<file path="config.mk">
export PLATFORM = sky130hd
export DESIGN_NAME = pipeline_control_flat
export DESIGN_NICKNAME = d
export VERILOG_FILES = /design/src/rtl/pipeline_control_if.sv /design/src/rtl/pipeline_control.sv /design/src/flat_wrapper.sv
export SDC_FILE = /design/constraint.sdc
export NUM_CORES = 1
export LEC_CHECK = 0
export CORE_MARGIN = 5
export CORE_UTILIZATION = 46
export DETAILED_ROUTE_END_ITERATION = 12
export MAX_ROUTING_LAYER = met4
export PLACE_DENSITY = 0.8
export SYNTH_ARGS = -nofsm -noshare
export SYNTH_HDL_FRONTEND = slang
export SYNTH_SLANG_ARGS = --single-unit
</file>
<file path="constraint.sdc">
create_clock -name clk -period 1.9 [get_ports clk]
set_input_delay 0.285 -clock clk [delete_from_list [all_inputs] [get_ports clk]]
set_output_delay 0.285 -clock clk [all_outputs]
set_load 0.03 [all_outputs]
</file>
<file path="src/rtl/pipeline_control_if.sv">
// Control bus between the pipeline sequencer and the five pipeline stages.
// master: sequencer side (takes stage status, drives enables/flushes/status).
// slave : stage/environment side (drives stage status, takes enables/flushes).
// Signals:
//   in_run, in_debug_mode, in_step           run/debug requests
//   in_id_rs, in_id_rt, in_id_halt           ID-stage operands and HALT flag
//   in_ex_mem_read, in_ex_rt                 EX-stage load and its destination
//   in_branch_taken                          resolved taken branch
//   out_enable_*                             pipeline-register load enables
//   out_bubble, out_flush_*                  bubble insert / wrong-path clear
//   out_state, out_halted, out_cycle_count   sequencer status
interface pipeline_control_if #(
  parameter int unsigned NB      = 5,
  parameter int unsigned LEN_CNT = 32
);
  logic               in_run;
  logic               in_debug_mode;
  logic               in_step;
  logic [NB-1:0]      in_id_rs;
  logic [NB-1:0]      in_id_rt;
  logic               in_id_halt;
  logic               in_ex_mem_read;
  logic [NB-1:0]      in_ex_rt;
  logic               in_branch_taken;
  logic               out_enable_pc;
  logic               out_enable_if_id;
  logic               out_enable_id_ex;
  logic               out_enable_ex_mem;
  logic               out_enable_mem_wb;
  logic               out_bubble;
  logic               out_flush_if_id;
  logic               out_flush_id_ex;
  logic               out_flush_ex_mem;
  logic [2:0]         out_state;
  logic               out_halted;
  logic [LEN_CNT-1:0] out_cycle_count;

  modport master (
    input  in_run, in_debug_mode, in_step, in_id_rs, in_id_rt, in_id_halt,
           in_ex_mem_read, in_ex_rt, in_branch_taken,
    output out_enable_pc, out_enable_if_id, out_enable_id_ex, out_enable_ex_mem,
           out_enable_mem_wb, out_bubble, out_flush_if_id, out_flush_id_ex,
           out_flush_ex_mem, out_state, out_halted, out_cycle_count
  );

  modport slave (
    output in_run, in_debug_mode, in_step, in_id_rs, in_id_rt, in_id_halt,
           in_ex_mem_read, in_ex_rt, in_branch_taken,
    input  out_enable_pc, out_enable_if_id, out_enable_id_ex, out_enable_ex_mem,
           out_enable_mem_wb, out_bubble, out_flush_if_id, out_flush_id_ex,
           out_flush_ex_mem, out_state, out_halted, out_cycle_count
  );
endinterface

</file>
<file path="src/rtl/pipeline_control.sv">
// Central sequencer for the five-stage MIPS pipeline. Gates all pipeline-register
// enables, supports free-run and single-step, stalls on load-use hazards, flushes
// wrong-path instructions on a taken branch and drains the pipeline after HALT.
// Ports:
//   clk    system clock, rising edge
//   reset  asynchronous reset, active-low
//   bus    pipeline_control_if.master (stage status in, enables/flushes/status out)
module pipeline_control #(
  parameter int unsigned NB           = 5,
  parameter int unsigned DRAIN_CYCLES = 3,
  parameter int unsigned LEN_CNT      = 32
) (
  input logic                clk,
  input logic                reset,
  pipeline_control_if.master bus
);

  localparam int unsigned DrainW = $clog2(DRAIN_CYCLES + 1);

  typedef enum logic [2:0] {
    StIdle  = 3'b000,
    StRun   = 3'b001,
    StStep  = 3'b010,
    StDrain = 3'b011,
    StDone  = 3'b100
  } state_e;

  state_e             state_q, state_d;
  logic [DrainW-1:0]  drain_q, drain_d;
  logic               halted_q;
  logic [LEN_CNT-1:0] cnt_q;

  logic [NB-1:0] id_rs, id_rt, ex_rt;
  logic          adv, load_use, halt_acc;

  assign id_rs = bus.in_id_rs;
  assign id_rt = bus.in_id_rt;
  assign ex_rt = bus.in_ex_rt;

  assign adv      = (state_q == StRun) || (state_q == StStep) || (state_q == StDrain);
  // $zero is never a real dependency, so a load into it cannot cause a stall.
  assign load_use = bus.in_ex_mem_read && (ex_rt != '0) && ((ex_rt == id_rs) || (ex_rt == id_rt));
  // A taken branch squashes the HALT in ID, so it is not accepted that cycle.
  assign halt_acc = bus.in_id_halt && !bus.in_branch_taken;

  always_comb begin
    state_d = state_q;
    drain_d = drain_q;
    case (state_q)
      StIdle: begin
        if (bus.in_debug_mode) begin
          if (bus.in_step) state_d = StStep;
        end else if (bus.in_run) begin
          state_d = StRun;
        end
      end
      StRun: begin
        if (halt_acc) begin
          state_d = StDrain;
          drain_d = DrainW'(DRAIN_CYCLES);
        end
      end
      StStep: begin
        if (halt_acc) begin
          state_d = StDrain;
          drain_d = DrainW'(DRAIN_CYCLES);
        end else begin
          state_d = StIdle;
        end
      end
      StDrain: begin
        drain_d = drain_q - 1'b1;
        if (drain_q <= DrainW'(1)) state_d = StDone;
      end
      StDone:  state_d = StDone;
      default: state_d = StIdle;
    endcase
  end

  always_ff @(posedge clk or negedge reset) begin
    if (!reset) begin
      state_q  <= StIdle;
      drain_q  <= '0;
      halted_q <= 1'b0;
      cnt_q    <= '0;
    end else begin
      state_q  <= state_d;
      drain_q  <= drain_d;
      halted_q <= (state_d == StDone);
      if (adv && (cnt_q != '1)) cnt_q <= cnt_q + 1'b1;
    end
  end

  always_comb begin
    bus.out_enable_pc     = 1'b0;
    bus.out_enable_if_id  = 1'b0;
    bus.out_enable_id_ex  = 1'b0;
    bus.out_enable_ex_mem = 1'b0;
    bus.out_enable_mem_wb = 1'b0;
    bus.out_bubble        = 1'b0;
    bus.out_flush_if_id   = 1'b0;
    bus.out_flush_id_ex   = 1'b0;
    bus.out_flush_ex_mem  = 1'b0;
    case (state_q)
      StRun, StStep: begin
        bus.out_enable_pc     = 1'b1;
        bus.out_enable_if_id  = 1'b1;
        bus.out_enable_id_ex  = 1'b1;
        bus.out_enable_ex_mem = 1'b1;
        bus.out_enable_mem_wb = 1'b1;
        if (bus.in_branch_taken) begin
          bus.out_flush_if_id  = 1'b1;
          bus.out_flush_id_ex  = 1'b1;
          bus.out_flush_ex_mem = 1'b1;
        end else if (bus.in_id_halt) begin
          bus.out_enable_pc    = 1'b0;
          bus.out_enable_if_id = 1'b0;
        end else if (load_use) begin
          bus.out_enable_pc    = 1'b0;
          bus.out_enable_if_id = 1'b0;
          bus.out_bubble       = 1'b1;
        end
      end
      StDrain: begin
        // Branches here are older than HALT and already retiring: no flush.
        bus.out_enable_id_ex  = 1'b1;
        bus.out_enable_ex_mem = 1'b1;
        bus.out_enable_mem_wb = 1'b1;
        bus.out_bubble        = 1'b1;
      end
      default: ;
    endcase
  end

  assign bus.out_state       = state_q;
  assign bus.out_halted      = halted_q;
  assign bus.out_cycle_count = cnt_q;

endmodule

</file>
<file path="src/flat_wrapper.sv">
// flat-port wrapper written by rule: the top's interface ports become plain ports
module pipeline_control_flat 
#(
  parameter int unsigned NB           = 5,
  parameter int unsigned DRAIN_CYCLES = 3,
  parameter int unsigned LEN_CNT      = 32
)
  (clk, reset, bus_in_run, bus_in_debug_mode, bus_in_step, bus_in_id_rs, bus_in_id_rt, bus_in_id_halt, bus_in_ex_mem_read, bus_in_ex_rt, bus_in_branch_taken, bus_out_enable_pc, bus_out_enable_if_id, bus_out_enable_id_ex, bus_out_enable_ex_mem, bus_out_enable_mem_wb, bus_out_bubble, bus_out_flush_if_id, bus_out_flush_id_ex, bus_out_flush_ex_mem, bus_out_state, bus_out_halted, bus_out_cycle_count);
  pipeline_control_if #(.NB(NB), .LEN_CNT(LEN_CNT)) bus_i ();
  input logic clk;
  input logic reset;
  input wire logic [$bits(bus_i.in_run)-1:0] bus_in_run;
  input wire logic [$bits(bus_i.in_debug_mode)-1:0] bus_in_debug_mode;
  input wire logic [$bits(bus_i.in_step)-1:0] bus_in_step;
  input wire logic [$bits(bus_i.in_id_rs)-1:0] bus_in_id_rs;
  input wire logic [$bits(bus_i.in_id_rt)-1:0] bus_in_id_rt;
  input wire logic [$bits(bus_i.in_id_halt)-1:0] bus_in_id_halt;
  input wire logic [$bits(bus_i.in_ex_mem_read)-1:0] bus_in_ex_mem_read;
  input wire logic [$bits(bus_i.in_ex_rt)-1:0] bus_in_ex_rt;
  input wire logic [$bits(bus_i.in_branch_taken)-1:0] bus_in_branch_taken;
  output wire logic [$bits(bus_i.out_enable_pc)-1:0] bus_out_enable_pc;
  output wire logic [$bits(bus_i.out_enable_if_id)-1:0] bus_out_enable_if_id;
  output wire logic [$bits(bus_i.out_enable_id_ex)-1:0] bus_out_enable_id_ex;
  output wire logic [$bits(bus_i.out_enable_ex_mem)-1:0] bus_out_enable_ex_mem;
  output wire logic [$bits(bus_i.out_enable_mem_wb)-1:0] bus_out_enable_mem_wb;
  output wire logic [$bits(bus_i.out_bubble)-1:0] bus_out_bubble;
  output wire logic [$bits(bus_i.out_flush_if_id)-1:0] bus_out_flush_if_id;
  output wire logic [$bits(bus_i.out_flush_id_ex)-1:0] bus_out_flush_id_ex;
  output wire logic [$bits(bus_i.out_flush_ex_mem)-1:0] bus_out_flush_ex_mem;
  output wire logic [$bits(bus_i.out_state)-1:0] bus_out_state;
  output wire logic [$bits(bus_i.out_halted)-1:0] bus_out_halted;
  output wire logic [$bits(bus_i.out_cycle_count)-1:0] bus_out_cycle_count;
  assign bus_i.in_run = bus_in_run;
  assign bus_i.in_debug_mode = bus_in_debug_mode;
  assign bus_i.in_step = bus_in_step;
  assign bus_i.in_id_rs = bus_in_id_rs;
  assign bus_i.in_id_rt = bus_in_id_rt;
  assign bus_i.in_id_halt = bus_in_id_halt;
  assign bus_i.in_ex_mem_read = bus_in_ex_mem_read;
  assign bus_i.in_ex_rt = bus_in_ex_rt;
  assign bus_i.in_branch_taken = bus_in_branch_taken;
  assign bus_out_enable_pc = bus_i.out_enable_pc;
  assign bus_out_enable_if_id = bus_i.out_enable_if_id;
  assign bus_out_enable_id_ex = bus_i.out_enable_id_ex;
  assign bus_out_enable_ex_mem = bus_i.out_enable_ex_mem;
  assign bus_out_enable_mem_wb = bus_i.out_enable_mem_wb;
  assign bus_out_bubble = bus_i.out_bubble;
  assign bus_out_flush_if_id = bus_i.out_flush_if_id;
  assign bus_out_flush_id_ex = bus_i.out_flush_id_ex;
  assign bus_out_flush_ex_mem = bus_i.out_flush_ex_mem;
  assign bus_out_state = bus_i.out_state;
  assign bus_out_halted = bus_i.out_halted;
  assign bus_out_cycle_count = bus_i.out_cycle_count;
  pipeline_control #(.NB(NB), .DRAIN_CYCLES(DRAIN_CYCLES), .LEN_CNT(LEN_CNT)) u_core (.clk(clk), .reset(reset), .bus(bus_i));
endmodule
</file>
==> results of run 1 <==
-- placed cells by master, fill, tap and decap left out, drive strengths merged, types with 4 or more instances in the layout --
master / count
clkdlybuf4s50: 42
nor3: 9
inv: 4
mux2: 7
and3: 12
nor3b: 6
o21ai: 5
dlygate4sd2: 8
xor2: 13
dfrtp: 38
clkbuf: 10
nand3: 16
buf: 52
nor2: 9
xnor2: 24
nand2: 19
nand4: 12
-- critical path, delay by kind of cell, from the launching register on --
| kind | cells | cell delay (ps) |
|---|---|---|
| multiplexers | 1 | 340 |
| adder cells (fa/ha/maj) | 1 | 150 |
| AND/OR/NAND/NOR | 4 | 690 |
| buffers and inverters | 1 | 170 |
| flip-flops | 1 | 400 |
-- metal layers --
metal  vias up  routed length, um
met5         -                  0
li1        960                  -
met3         7                178
met2        44               2890
met4         0                 52
met1       981               2510
-- area by class of cell --
class	count	share of cell area
clock buffer	8	0.0243
inverter	4	0.00456
multi-input combinational	161	0.367
sequential	38	0.293
tap	52	0.0198
timing repair buffer	107	0.292
-- cells by family after synthesis --
kind of cell	after synthesis	share of synthesized area
muxes	8	0.0432
and+or+nand+nor	98	0.267
DFF	38	0.443
adders and majority gates	2	0.0117
xor gates and xnor gates	37	0.151
buffers and inverters	13	0.0362
AOI/OAI and AO/OA	16	0.0478
-- per-stage QoR --
stage          instances  hold slack, ps   util  power [mW]
5_1_grt              370             531  0.740        3.71
3_3_place_gp         358             275  0.696        2.80
3_5_place_dp         358             277  0.696        2.84
6_report             370             496  0.740        3.52
2_1_floorplan        212           -10.6      -        2.22
4_1_cts              369             509  0.722        3.46
-- power breakdown --
| part | leakage [nW] | switching [mW] | internal, mW |
|---|---|---|---|
| Combinational | 0.933 | 1.06 | 0.853 |
| Sequential | 0.494 | 0.111 | 0.948 |
| Clock | 0.0395 | 0.282 | 0.261 |
-- worst max path at each step --
stage	from	to	slack [ps]	depth (start not counted)
6_report	u_core.bus.out_cycle_count[1]$_DFFE_PN0P_	u_core.bus.out_cycle_count[1]$_DFFE_PN0P_	40	7
5_1_grt	u_core.bus.out_cycle_count[1]$_DFFE_PN0P_	u_core.bus.out_cycle_count[1]$_DFFE_PN0P_	-50	7
4_1_cts	u_core.bus.out_cycle_count[1]$_DFFE_PN0P_	u_core.bus.out_cycle_count[21]$_DFFE_PN0P_	4	8
3_5_place_dp	bus_in_ex_rt[0]	bus_out_enable_if_id	-310	7
3_3_place_gp	bus_in_ex_rt[0]	bus_out_enable_if_id	-280	7
2_1_floorplan	bus_in_ex_rt[0]	bus_out_enable_pc	-20	6
-- what timing repair did --
item	CTS	global route
hold endpoints to repair	20	0
buffers inserted	2	1
pin swaps	18	21
hold buffers	1	0
endpoints found under the setup margin	8	26
resized for setup	33	23
-- state kept, by name (all words and copies together), names as in the netlist --
| name | count |
|---|---|
| u_core.drain_q | 2 |
| u_core.bus.out_halted | 1 |
| u_core.bus.out_cycle_count | 32 |
| u_core.bus.out_state | 3 |
==> run summary, run 1 <==
largest cells by area after synthesis -> dfrtp_1 (44%), xnor2_1 (9.8%), xor2_1 (5.3%)
starting density of the core -> 0.483
core footprint -> 4440 um^2
Die W -> 78.3 um
reg2reg path depth -> 7
FMAX -> 539 MHz
Final Skew -> 4.69 ps
crit path cell chain -> ha_4, nand4_1, nor3_2, nand4b_1, buf_4, nand2_1, mux2_2
vias in the first global route -> 2,059
Detailed Route WL -> 5.63 mm
top_reg_cell synth -> dfrtp_1
Worst Tran Pin Value -> 508 ps
I/O Buffers -> 67
Hold Crit Class -> input pin to asynchronous set/reset pin
clk buf depth -> 2
syn nets -> 237
initial antenna violation count -> 0
max_slew headroom -> 0.661
CTS tree -> yes
crit path kind -> register to register
Worst-Skew Late Latency -> 290 ps
Slew Viols, Final -> 0
Tot GR Track Use -> 0.199
CP startpoint kind -> register
die area -> 6130 um^2
FF/Latch Area -> 962 um^2
Seq/Total Area, Yosys -> 0.443
outcome -> finished clean
Worst Path Arrival -> 2030 ps
Crit Path Max Fanout -> 5
async set-reset flop share out of synthesis -> 1.00
Via density -> 5.38
Final ANT Viol Nets -> 0
CP Capture Type -> register
Post-synth EDFFs -> 0
DP HPWL -> 4.30 mm
setup ws final -> 43.0 ps
DP Worst Slack -> -311 ps
Multi-input gate area -> 1210 um^2
die height -> 78.3 um
M3 GR Usage -> 0.0332
most frequent cell after synthesis -> dfrtp_1
RR Startpoint -> u_core.bus.out_cycle_count[1]$_DFFE_PN0P_
met2 GRT Util -> 0.329
mean routed wirelength per cell -> 15.2 um
share of cells above drive strength 1 -> 0.286
ratio of final minimum period to clock period -> 0.977
post-synthesis register bit count -> 38
TritonCTS buffer count -> 5
Worst Path Required -> 2080 ps
Ports -> 68
largest area contributor in the netlist -> dfrtp_1
CTS clk-pin slew, worst paths -> 70 ps
most frequent cells after synthesis -> dfrtp_1 (38), xnor2_1 (24), nand2_1 (19)
Layout fillers -> 336
r2r setup slk -> 40 ps
setup_tns -> 0 ps
P_leak -> 1.47 nW
Synth cell types -> 41
most utilized layer in the global route result -> met2
pin count of the biggest net entering global routing -> 22
maxcap violations -> 0
met1 global-route usage -> 0.253
Mapped Cells -> 212
Vias -> 1,992
DP Area -> 3090 um^2
total number of yosys warnings -> 0
Rows -> 24
pwr dens -> 1070 nW/um^2
# setup viols final -> 0
area share of the largest cell type after synthesis -> 0.443
GP Congestion -> 0.856
synthesized cell area -> 2140 um^2
maximum VDD drop -> 0.823 mV
diodes inserted -> 0
final instance area -> 3290 um^2
DRT Pass-1 Iters -> 4
H-tree depth -> 2
GRT overflow -> 0
CTS sink count -> 38
P&R area growth vs syn -> 53.4%
Tmin final -> 1860 ps
syn avg cell area -> 10.1 um^2
global-route wire length before repair -> 9.58 mm
Starting DRT DRC Count -> 69
Crit path largest cell delay -> 400 ps
Hold Vio Cnt, Final -> 0
Layout Nets -> 342
critical path's slowest cell -> dfrtp_2
DR DRC count -> 0
worst r2r dst -> u_core.bus.out_cycle_count[1]$_DFFE_PN0P_
CTS Root Buffer Type -> clkbuf_8
Note: power is estimated with default switching activity, not from simulation.
==> run 2, diff against run 1 <==
Settings changed: CELL_PAD_IN_SITES_DETAIL_PLACEMENT set to 0, CELL_PAD_IN_SITES_GLOBAL_PLACEMENT set to 1, CORE_UTILIZATION 46 to 35, PLACE_DENSITY 0.8 to 0.81.
==> run 2 against run 1 <==
  * Clock-buffer cell count did not move
  * Design area rose by 0.68%
  * Global-route usage decreased by 3.9 points
  * Power is 2.6% lower
  * Clock power is 2% lower
  * Flip-flop and latch count stayed put
  * Utilization decreased by 18 points
  * Via count down 3.5%
  * Sequential power about the same
  * Maximum frequency decreased by 0.90%
==> run summary, run 2 (synthesis gave the netlist of run 1 again) <==
DP HPWL -> 4.45 mm (+3.4%)
I/O Buffers -> 67 (unchanged)
maxcap violations -> 0 (unchanged)
Detailed Route WL -> 5.75 mm (+2.1%)
DP Worst Slack -> -366 ps (-55.8 ps)
Multi-input gate area -> 1250 um^2 (+3.2%)
Final Skew -> 7.03 ps (+2.34 ps)
worst r2r dst -> u_core.bus.out_cycle_count[1]$_DFFE_PN0P_
pin count of the biggest net entering global routing -> 22 (unchanged)
share of cells above drive strength 1 -> 0.303 (+0.0164)
Ports -> 68 (unchanged)
max_slew headroom -> 0.641 (-0.0201)
most common cell after layout, fill and taps aside -> clkdlybuf4s50_1
Hold Crit Class -> input pin to asynchronous set/reset pin
unrepaired setup endpoints after global routing -> true
core footprint -> 5960 um^2 (+34%)
TritonCTS buffer count -> 5 (unchanged)
Via density -> 4.94 (-8.2%)
Setup crit start -> u_core.bus.out_cycle_count[1]$_DFFE_PN0P_
Tmin final -> 1870 ps (+16.8 ps)
Die W -> 88.3 um (+13%)
post-layout total power -> 3.43 mW (-2.6%)
CP startpoint kind -> register
final instance area -> 3310 um^2 (+0.68%)
starting density of the core -> 0.360 (-0.122)
crit path kind -> register to register
GRT overflow -> 0 (unchanged)
Worst Path Arrival -> 2050 ps (+20 ps)
clk buf depth -> 2 (unchanged)
post-CTS setup buffer count -> 0 (-2)
CTS tree -> yes
Worst path depth -> 6 (-1)
pwr dens -> 1030 nW/um^2 (-3.3%)
ratio of final minimum period to clock period -> 0.986 (+0.00886)
Largest register FFs -> 32 (unchanged)
vias in the first global route -> 1,884 (-8.5%)
outcome -> finished clean
RR Startpoint -> u_core.bus.out_cycle_count[1]$_DFFE_PN0P_
FF/Latch Area -> 962 um^2 (unchanged)
Worst Path Required -> 2080 ps (about the same)
most frequent cells in the layout -> clkdlybuf4s50_1 (42), buf_4 (39), dfrtp_1 (29)
setup_tns -> 0 ps (unchanged)
WP buf/inv -> 0 (-1)
Slew Viols, Final -> 0 (unchanged)
Layout Nets -> 338 (-1.2%)
crit path cell chain -> ha_4, nand4_1, nor3_1, nand4b_1, nand2_1, mux2_2
Util after Layout -> 0.556 (-0.184)
Rows -> 28 (+17%)
maximum VDD drop -> 0.881 mV (+7.1%)
P&R area growth vs syn -> 54.4%
DP Area -> 3110 um^2 (+0.69%)
die area -> 7790 um^2 (+27%)
Finished Layout Cells -> 389 (+5.1%)
DP Cell Count -> 380 (+6.1%)
CTS Root Buffer Type -> clkbuf_8
# setup viols final -> 0 (unchanged)
diodes inserted -> 0 (unchanged)
global-route wire length before repair -> 9.40 mm (-2.0%)
DRT Pass-1 Iters -> 4 (unchanged)
GP Congestion -> 0.809 (-5.4%)
P_leak -> 1.46 nW (-0.73%)
Vias -> 1,923 (-3.5%)
Crit Path Max Fanout -> 4 (-1)
mean routed wirelength per cell -> 14.8 um (-2.9%)
Worst-Skew Late Latency -> 290 ps (about the same)
Tot GR Track Use -> 0.160 (-0.0387)
initial antenna violation count -> 0 (unchanged)
r2r setup slk -> 30 ps (-20 ps)
Worst Setup EP -> u_core.bus.out_cycle_count[1]$_DFFE_PN0P_
CTS clk-pin slew, worst paths -> 70 ps (about the same)
Worst Tran Pin Value -> 537 ps (+28.7 ps)
FMAX -> 534 MHz (-0.90%)
Final ANT Viol Nets -> 0 (unchanged)
reg2reg path depth -> 6 (-1)
Starting DRT DRC Count -> 75 (+8.7%)
H-tree depth -> 2 (unchanged)
CTS sink count -> 38 (unchanged)
Layout fillers -> 585 (+74%)
WHS -> 492 ps (-4.30 ps)
CP delay by family, top -> simple AND/OR/NAND/NOR gates
die height -> 88.3 um (+13%)
DR DRC count -> 0 (unchanged)
CP Capture Type -> register
Crit path largest cell delay -> 390 ps (about the same)
Hold Vio Cnt, Final -> 0 (unchanged)
setup ws final -> 26.2 ps (-16.8 ps)
critical path's slowest cell -> dfrtp_2
-- run 2: cell count changes in the layout (fill, tap and decap cells not counted), moves of 2 or more --
| cell | change |
|---|---|
| buf_6 | -4 |
| nor3b_1 | -3 |
| clkbuf_2 | +2 |
| dlygate4sd2_1 | -2 |
| nor3b_4 | +2 |
-- run 2: repair_timing --
item	CTS	global route
endpoints found under the hold margin	20	0
hold buffers	1	0
pin swaps	15	18
resized for setup	30	33
setup endpoints to repair	3	15
-- run 2: how the worst min path moves through the flow --
stage | slack [ps] | startpoint | to | cells after the start
final | 490 | reset | u_core.bus.out_state[0]$_DFF_PN0_ | 2
after global routing | 540 | u_core.bus.out_cycle_count[22]$_DFFE_PN0P_ | u_core.bus.out_cycle_count[22]$_DFFE_PN0P_ | 1
after CTS | 510 | reset | u_core.bus.out_cycle_count[9]$_DFFE_PN0P_ | 2
after detailed placement | 290 | reset | u_core.bus.out_halted$_DFF_PN0_ | 1
after global placement | 280 | reset | u_core.bus.out_halted$_DFF_PN0_ | 1
after floorplan | -10 | reset | u_core.bus.out_cycle_count[0]$_DFFE_PN0P_ | 0
-- run 2: layout make-up --
cell class / count / share of cell area
sequential: 38 / 0.291
inverter: 4 / 0.00529
multi-input combinational: 161 / 0.376
timing repair buffer: 103 / 0.275
tap: 75 / 0.0283
clock buffer: 8 / 0.0242
-- run 2: power by group --
| part | internal, mW | switching (mW) |
|---|---|---|
| registers | 0.949 | 0.118 |
| clock network | 0.261 | 0.273 |
| logic | 0.807 | 1.02 |
| total | 2.02 | 1.41 |
-- run 2: routing by layer --
| layer | part of all wire | GRT usage | wire length [um] |
|---|---|---|---|
| met4 | 0.0057 | 0.0371 | 33 |
| met2 | 0.50 | 0.245 | 2880 |
| met5 | 0 | - | 0 |
| met1 | 0.46 | 0.214 | 2640 |
| met3 | 0.035 | 0.0400 | 200 |
==> variant 1: new RTL, config.mk and constraints of run 2 <==
`NB` is set to 5 in 3 places; all go to 4.
--- a/src/rtl/pipeline_control_if.sv
+++ b/src/rtl/pipeline_control_if.sv
@@ -12,3 +12,3 @@
 interface pipeline_control_if #(
-  parameter int unsigned NB      = 5,
+  parameter int unsigned NB      = 4,
   parameter int unsigned LEN_CNT = 32
--- a/src/rtl/pipeline_control.sv
+++ b/src/rtl/pipeline_control.sv
@@ -8,3 +8,3 @@
 module pipeline_control #(
-  parameter int unsigned NB           = 5,
+  parameter int unsigned NB           = 4,
   parameter int unsigned DRAIN_CYCLES = 3,
--- a/src/flat_wrapper.sv
+++ b/src/flat_wrapper.sv
@@ -3,3 +3,3 @@
 #(
-  parameter int unsigned NB           = 5,
+  parameter int unsigned NB           = 4,
   parameter int unsigned DRAIN_CYCLES = 3,
Interface: changed (resized bus_in_ex_rt, bus_in_id_rs and bus_in_id_rt); port bits go from 68 to 65. No check against the original RTL was run, so the function may have changed too.
==> variant 1 against run 2 <==
- the flow now finishes with violations (negative setup slack)
- design area rose by 0.45%
- wire length fell by 7.8%
- clock power rose by 61%
- clock skew rose by 4.6 ps
- power rose by 15%
- worst setup slack got worse by 32 ps
- synthesized area fell by 4.5%
- die area fell by 4.0%
- synthesized cell count fell by 2.4%
- final cell count rose by 1.0%
- global-route usage fell by 0.79 points
- sequential cell count did not move
- critical path type unchanged
- largest cell class unchanged
- largest power group unchanged
- highest routed layer unchanged
==> variant 1: results (changes against run 2) <==
----------------------------------------------------
[Global routing]
  Fraction of met1 tracks used by global routing ... 18.5% (-2.9 points)
  Pin count of the biggest net entering global routing ... 18 (-18%)
  First-pass GRT wire length ... 8760 um (-6.8%)
  Fraction of met2 tracks used by global routing ... 24.0% (-0.55 points)
  Total routing resource utilization after global routing ... 15.2% (-0.79 points)

[Status]
  Failing checks ... negative setup slack
  Result of the run ... complete, but fails checks

[Layout]
  Fraction of final layout cells sized beyond drive strength 1 ... 28.7% (-1.6 points)
  Count of non-filler cells in the finished layout ... 393 (+1.0%)
  Final nets ... 342 (+1.2%)

[STA]
  Setup skew after layout ... 11.6 ps (+4.59 ps)
  Fin worst setup slack ... -5.66 ps (-31.9 ps)
  Hold slack final ... 366 ps (-126 ps)
  Final setup vio count ... 3 (+3)

[Power and ir drop]
  Highest ir drop seen on vdd ... 979 uV (+11%)
  Leakage power ... 1.55 nW (+6.5%)

[Synth]
  Count of cell types in the netlist ... 35 (-15%)
  Leading cell types by total area after synthesis ... sky130_fd_sc_hd__dfrtp_1 (46%), sky130_fd_sc_hd__xnor2_1 (9.0%), sky130_fd_sc_hd__xor2_1 (6.8%)
  Syn Inst Count ... 207 (-2.4%)
  Cell types with the highest counts after synthesis ... sky130_fd_sc_hd__dfrtp_1 (38), sky130_fd_sc_hd__xnor2_1 (21), sky130_fd_sc_hd__nand4_1 (16), sky130_fd_sc_hd__xor2_1 (16)
  Net Count, Synth ... 229 (-3.4%)

[Placement]
  Cell total after placement ... 381 (+0.26%)
  RD Place Congestion ... 0.790 (-2.4%)
  Port Buf Inserts ... 64 (-4.5%)

[Critical path]
  Crit path max fanout ... 7 (+3)
  Worst path arrival time ... 2080 ps (+30 ps)

[Routing]
  Post-DR vias/cell ... 4.86 (-1.7%)
  Starting DRT DRC Count ... 57 (-24%)

----------------------------------------------------
[variant 1: repair_timing]
item	in CTS	in global routing
gates resized for setup	9	26
hold buffers	1	0
pin swaps	7	14
setup endpoints to repair	14	23
setup buffers	0	3
endpoints found under the hold margin	8	0
[variant 1: worst paths after layout]
path,startpoint,end,cells past startpoint
worst min register to register,u_core.drain_q[0],u_core.drain_q[0],1
min in group clk,u_core.drain_q[0],u_core.drain_q[0],1
max in group asynchronous,reset,u_core.bus.out_cycle_count[11],3
worst min-delay path,reset,u_core.bus.out_cycle_count[4],2
worst max-delay path,u_core.bus.out_cycle_count[1],u_core.bus.out_cycle_count[26],8
worst max register to register,u_core.bus.out_cycle_count[1],u_core.bus.out_cycle_count[26],8
[variant 1: final cells by class]
class / count / area (um2)
clock buffers: 6 / 82.6
flip-flops and latches: 38 / 962
well taps: 72 / 90.1
inverters: 6 / 22.5
repair buffers: 115 / 1020
fillers: 522 / 2280
clock inverters: 2 / 60.1
multi-input cells: 154 / 1080
[variant 1: cell families (layout without fill, tap and decap cells)]
kind of cell             Yosys count  after routing  share of synthesized area, %
AND/OR/NAND/NOR                   94             94                          25.4
flip-flops                        38             38                          46.4
XOR/XNOR                          37             37                          15.8
AO/OA/AOI/OAI                     20             20                          6.78
buffers and inverters             15            129                          3.67
adder cells (fa/ha/maj)            2              2                          1.22
multiplexers                       1              1                         0.733
[variant 1: per-layer routing]
layer	part of all wire (%)	wire length, um
met1	44	2340
met2	46	2460
met3	8.3	440
met4	1.3	67
met5	0	0
[variant 1: critical path: stages, from the launching register on]
cell	delay, ps
sky130_fd_sc_hd__dfrtp_2	390
sky130_fd_sc_hd__ha_4	140
sky130_fd_sc_hd__nand2_2	50
sky130_fd_sc_hd__or4_4	550
sky130_fd_sc_hd__buf_6	150
sky130_fd_sc_hd__nor3_4	120
sky130_fd_sc_hd__buf_6	150
sky130_fd_sc_hd__nand4_1	100
sky130_fd_sc_hd__xnor2_1	140
[variant 1: through the flow]
stage          worst slack [ps]  setup TNS [ps]
6_report                  -5.66           -12.0
2_1_floorplan              -256           -1500
5_1_grt                   -72.7            -739
4_1_cts                   -70.4           -75.2
3_5_place_dp               -186            -470
3_3_place_gp               -145            -305
[variant 1: power by group]
| group | switching, mW | internal, mW |
|---|---|---|
| registers | 0.0804 | 0.956 |
| logic | 1.17 | 0.871 |
| clock network | 0.299 | 0.560 |
| total | 1.55 | 2.39 |
==> variant 2: new RTL, config.mk and constraints of run 2 <==
Made on the original files. Reset style: synchronous (`reset`), changed in one clocked block. Comments in the files are not updated.
--- a/src/rtl/pipeline_control.sv
+++ b/src/rtl/pipeline_control.sv
@@ -79,3 +79,3 @@
 
-  always_ff @(posedge clk or negedge reset) begin
+  always_ff @(posedge clk) begin
     if (!reset) begin
Formal check against the unedited RTL: differs if reset is asserted again (counterexample within 4 cycles, from zero or initial values and one cycle with reset low); with reset held inactive, the same outputs for 10 cycles.
==> variant 2 against run 2 <==
- the flow now finishes with violations (negative setup slack)
- wire length up 18%
- synthesized area up 5.0%
- count of clock-buffer cells in the layout down 2
- design area up 12%
- sequential share of layout area down 7.1 points
- sequential cell count unchanged
- worst setup slack worse by 90 ps
- largest cell class unchanged
Power is not compared: it rests on default switching activity, and its combinational part moved more than twofold at a synthesized area within 25%.
==> variant 2: results (changes against run 2) <==
----------------------------------------------------
[Placement]
  Area after DPL ... 3360 um2 (+8.1%)
  Cell total after placement ... 449 (+18%)
  DP HPWL ... 4740 um (+6.6%)
  DP Worst Slack ... -591 ps (-225 ps)
  Port Buf Inserts ... 67 (unchanged)
  RD Place Congestion ... 0.801 (-1.0%)

[Min path]
  Class of the most critical hold timing path ... reg2reg

[Global routing]
  Total routing resource utilization after global routing ... 15.4% (-0.60 points)
  Pin count of the biggest net entering global routing ... 43 (+95%)
  First-pass GRT wire length ... 10,400 um (+11%)
  Vias in the first global route ... 2,250 (+19%)
  Number of antenna violations at the first check in global routing ... 0 (unchanged)

[STA]
  Final setup vio count ... 26 (+26)
  Setup skew after layout ... 10.9 ps (+3.88 ps)
  Worst Tran Pin Value ... 451 ps (-86.0 ps)
  Summed negative setup slack over all endpoints ... -938 ps (-938 ps)
  Fin worst setup slack ... -64.1 ps (-90.4 ps)

[Synth]
  Leading cell types by total area after synthesis ... sky130_fd_sc_hd__dfxtp_1 (34%), sky130_fd_sc_hd__a21oi_2 (4.7%), sky130_fd_sc_hd__xnor2_1 (4.7%)
  Cell types with the highest counts after synthesis ... sky130_fd_sc_hd__dfxtp_1 (38), sky130_fd_sc_hd__nand2_1 (23), sky130_fd_sc_hd__nor2_1 (19), sky130_fd_sc_hd__a21oi_1 (16), sky130_fd_sc_hd__nand3_1 (16)
  Sequential area share after synthesis ... 33.8% (-11 points)
  Count of cell types in the netlist ... 48 (+17%)
  Net Count, Synth ... 294 (+24%)
  Async set-or-reset flop fraction in the synthesized netlist ... 0% (-100 points)
  Dominant register cell in the synthesized netlist ... sky130_fd_sc_hd__dfxtp_1
  Total of warnings raised by yosys ... 0 (unchanged)
  Syn Inst Count ... 269 (+27%)

[Critical path]
  Crit path max fanout ... 11 (+7)
  Worst path arrival time ... 2150 ps (+100 ps)
  Peak per-stage delay on the critical path ... 490 ps (+100 ps)
  Slowest cell on the critical path ... sky130_fd_sc_hd__or4_4

[Layout]
  Antenna diodes ... 0 (unchanged)
  Final nets ... 413 (+22%)
  Count of non-filler cells in the finished layout ... 466 (+20%)
  Fraction of final layout cells sized beyond drive strength 1 ... 40.4% (+10 points)

[Clock network]
  Clock Tree Root ... sky130_fd_sc_hd__clkbuf_8
  Clock-pin slew on the worst setup and hold paths ... 80 ps
  TritonCTS buffer count ... 5 (unchanged)
  Clock latency on the worst-skew pair ... 290 ps (about the same)
  Longest Clk Path Bufs ... 2 (unchanged)
  H-Tree Depth ... 2 (unchanged)

[Power and ir drop]
  Highest ir drop seen on vdd ... 301 uV
  Leakage power ... 1.36 nW

[Routing]
  Starting DRT DRC Count ... 91 (+21%)
  Final WL ... 6810 um (+18%)
  First-pass detailed-route iteration total ... 5 (+1)
  Via count ... 2,432 (+26%)

[Status]
  Result of the run ... complete, but fails checks
  Failing checks ... negative setup slack

----------------------------------------------------
[variant 2: cell families after synthesis]
family | Yosys count | synth area share (%)
and+or+nand+nor | 119 | 28.7
AOI/OAI and AO/OA | 67 | 21.7
DFF | 38 | 33.8
buffers and inverters | 25 | 7.17
xor gates and xnor gates | 14 | 5.78
muxes | 4 | 1.78
adders and majority gates | 2 | 1.11
[variant 2: layer usage]
metal  vias to the layer above  track usage (%)  share of wire [%]
met1                      1129             19.7                 47
met2                        71             24.9                 48
li1                       1220                -                  -
met3                        12             3.17                4.2
met4                         0             3.60                1.5
met5                         -                -                  0
[variant 2: path summary, 6_finish.rpt]
check	startpoint	endpoint	slack (ps)	depth (start not counted)
worst min register to register	u_core.bus.out_cycle_count[27]	u_core.bus.out_cycle_count[27]	480	2
worst min-delay path	u_core.bus.out_cycle_count[27]	u_core.bus.out_cycle_count[27]	480	2
worst max register to register	u_core.bus.out_cycle_count[1]	u_core.bus.out_cycle_count[0]	-60	8
worst max-delay path	u_core.bus.out_cycle_count[1]	u_core.bus.out_cycle_count[0]	-60	8
[variant 2: timing repair]
action | in CTS | in global routing
cloned | 0 | 4
setup buffers | 1 | 4
resized for setup | 39 | 31
endpoints found under the setup margin | 32 | 34
pin swaps | 16 | 19
[variant 2: report_power, final]
| part | internal (mW) | leakage (nW) | switching (mW) |
|---|---|---|---|
| clock | 0.293 | 0.0515 | 0.293 |
| combinational | 0.235 | 0.988 | 0.260 |
| sequential | 0.803 | 0.320 | 0.0179 |
[variant 2: worst max-delay path: cells and delay by family, from the launching register on]
| kind | cells | cell delay (ps) |
|---|---|---|
| AO/OA/AOI/OAI | 1 | 190 |
| XOR/XNOR | 1 | 130 |
| adder cells (fa/ha/maj) | 1 | 130 |
| buffers and inverters | 2 | 360 |
| flip-flops | 1 | 360 |
| AND/OR/NAND/NOR | 3 | 660 |
[variant 2: cell type report]
class | count | area, um2
inverter | 9 | 33.8
sequential | 38 | 811
clock buffer | 6 | 82.6
timing repair buffer | 128 | 1190
fill | 580 | 2620
tap | 77 | 96.3
clock inverter | 2 | 11.3
multi-input combinational | 206 | 1480
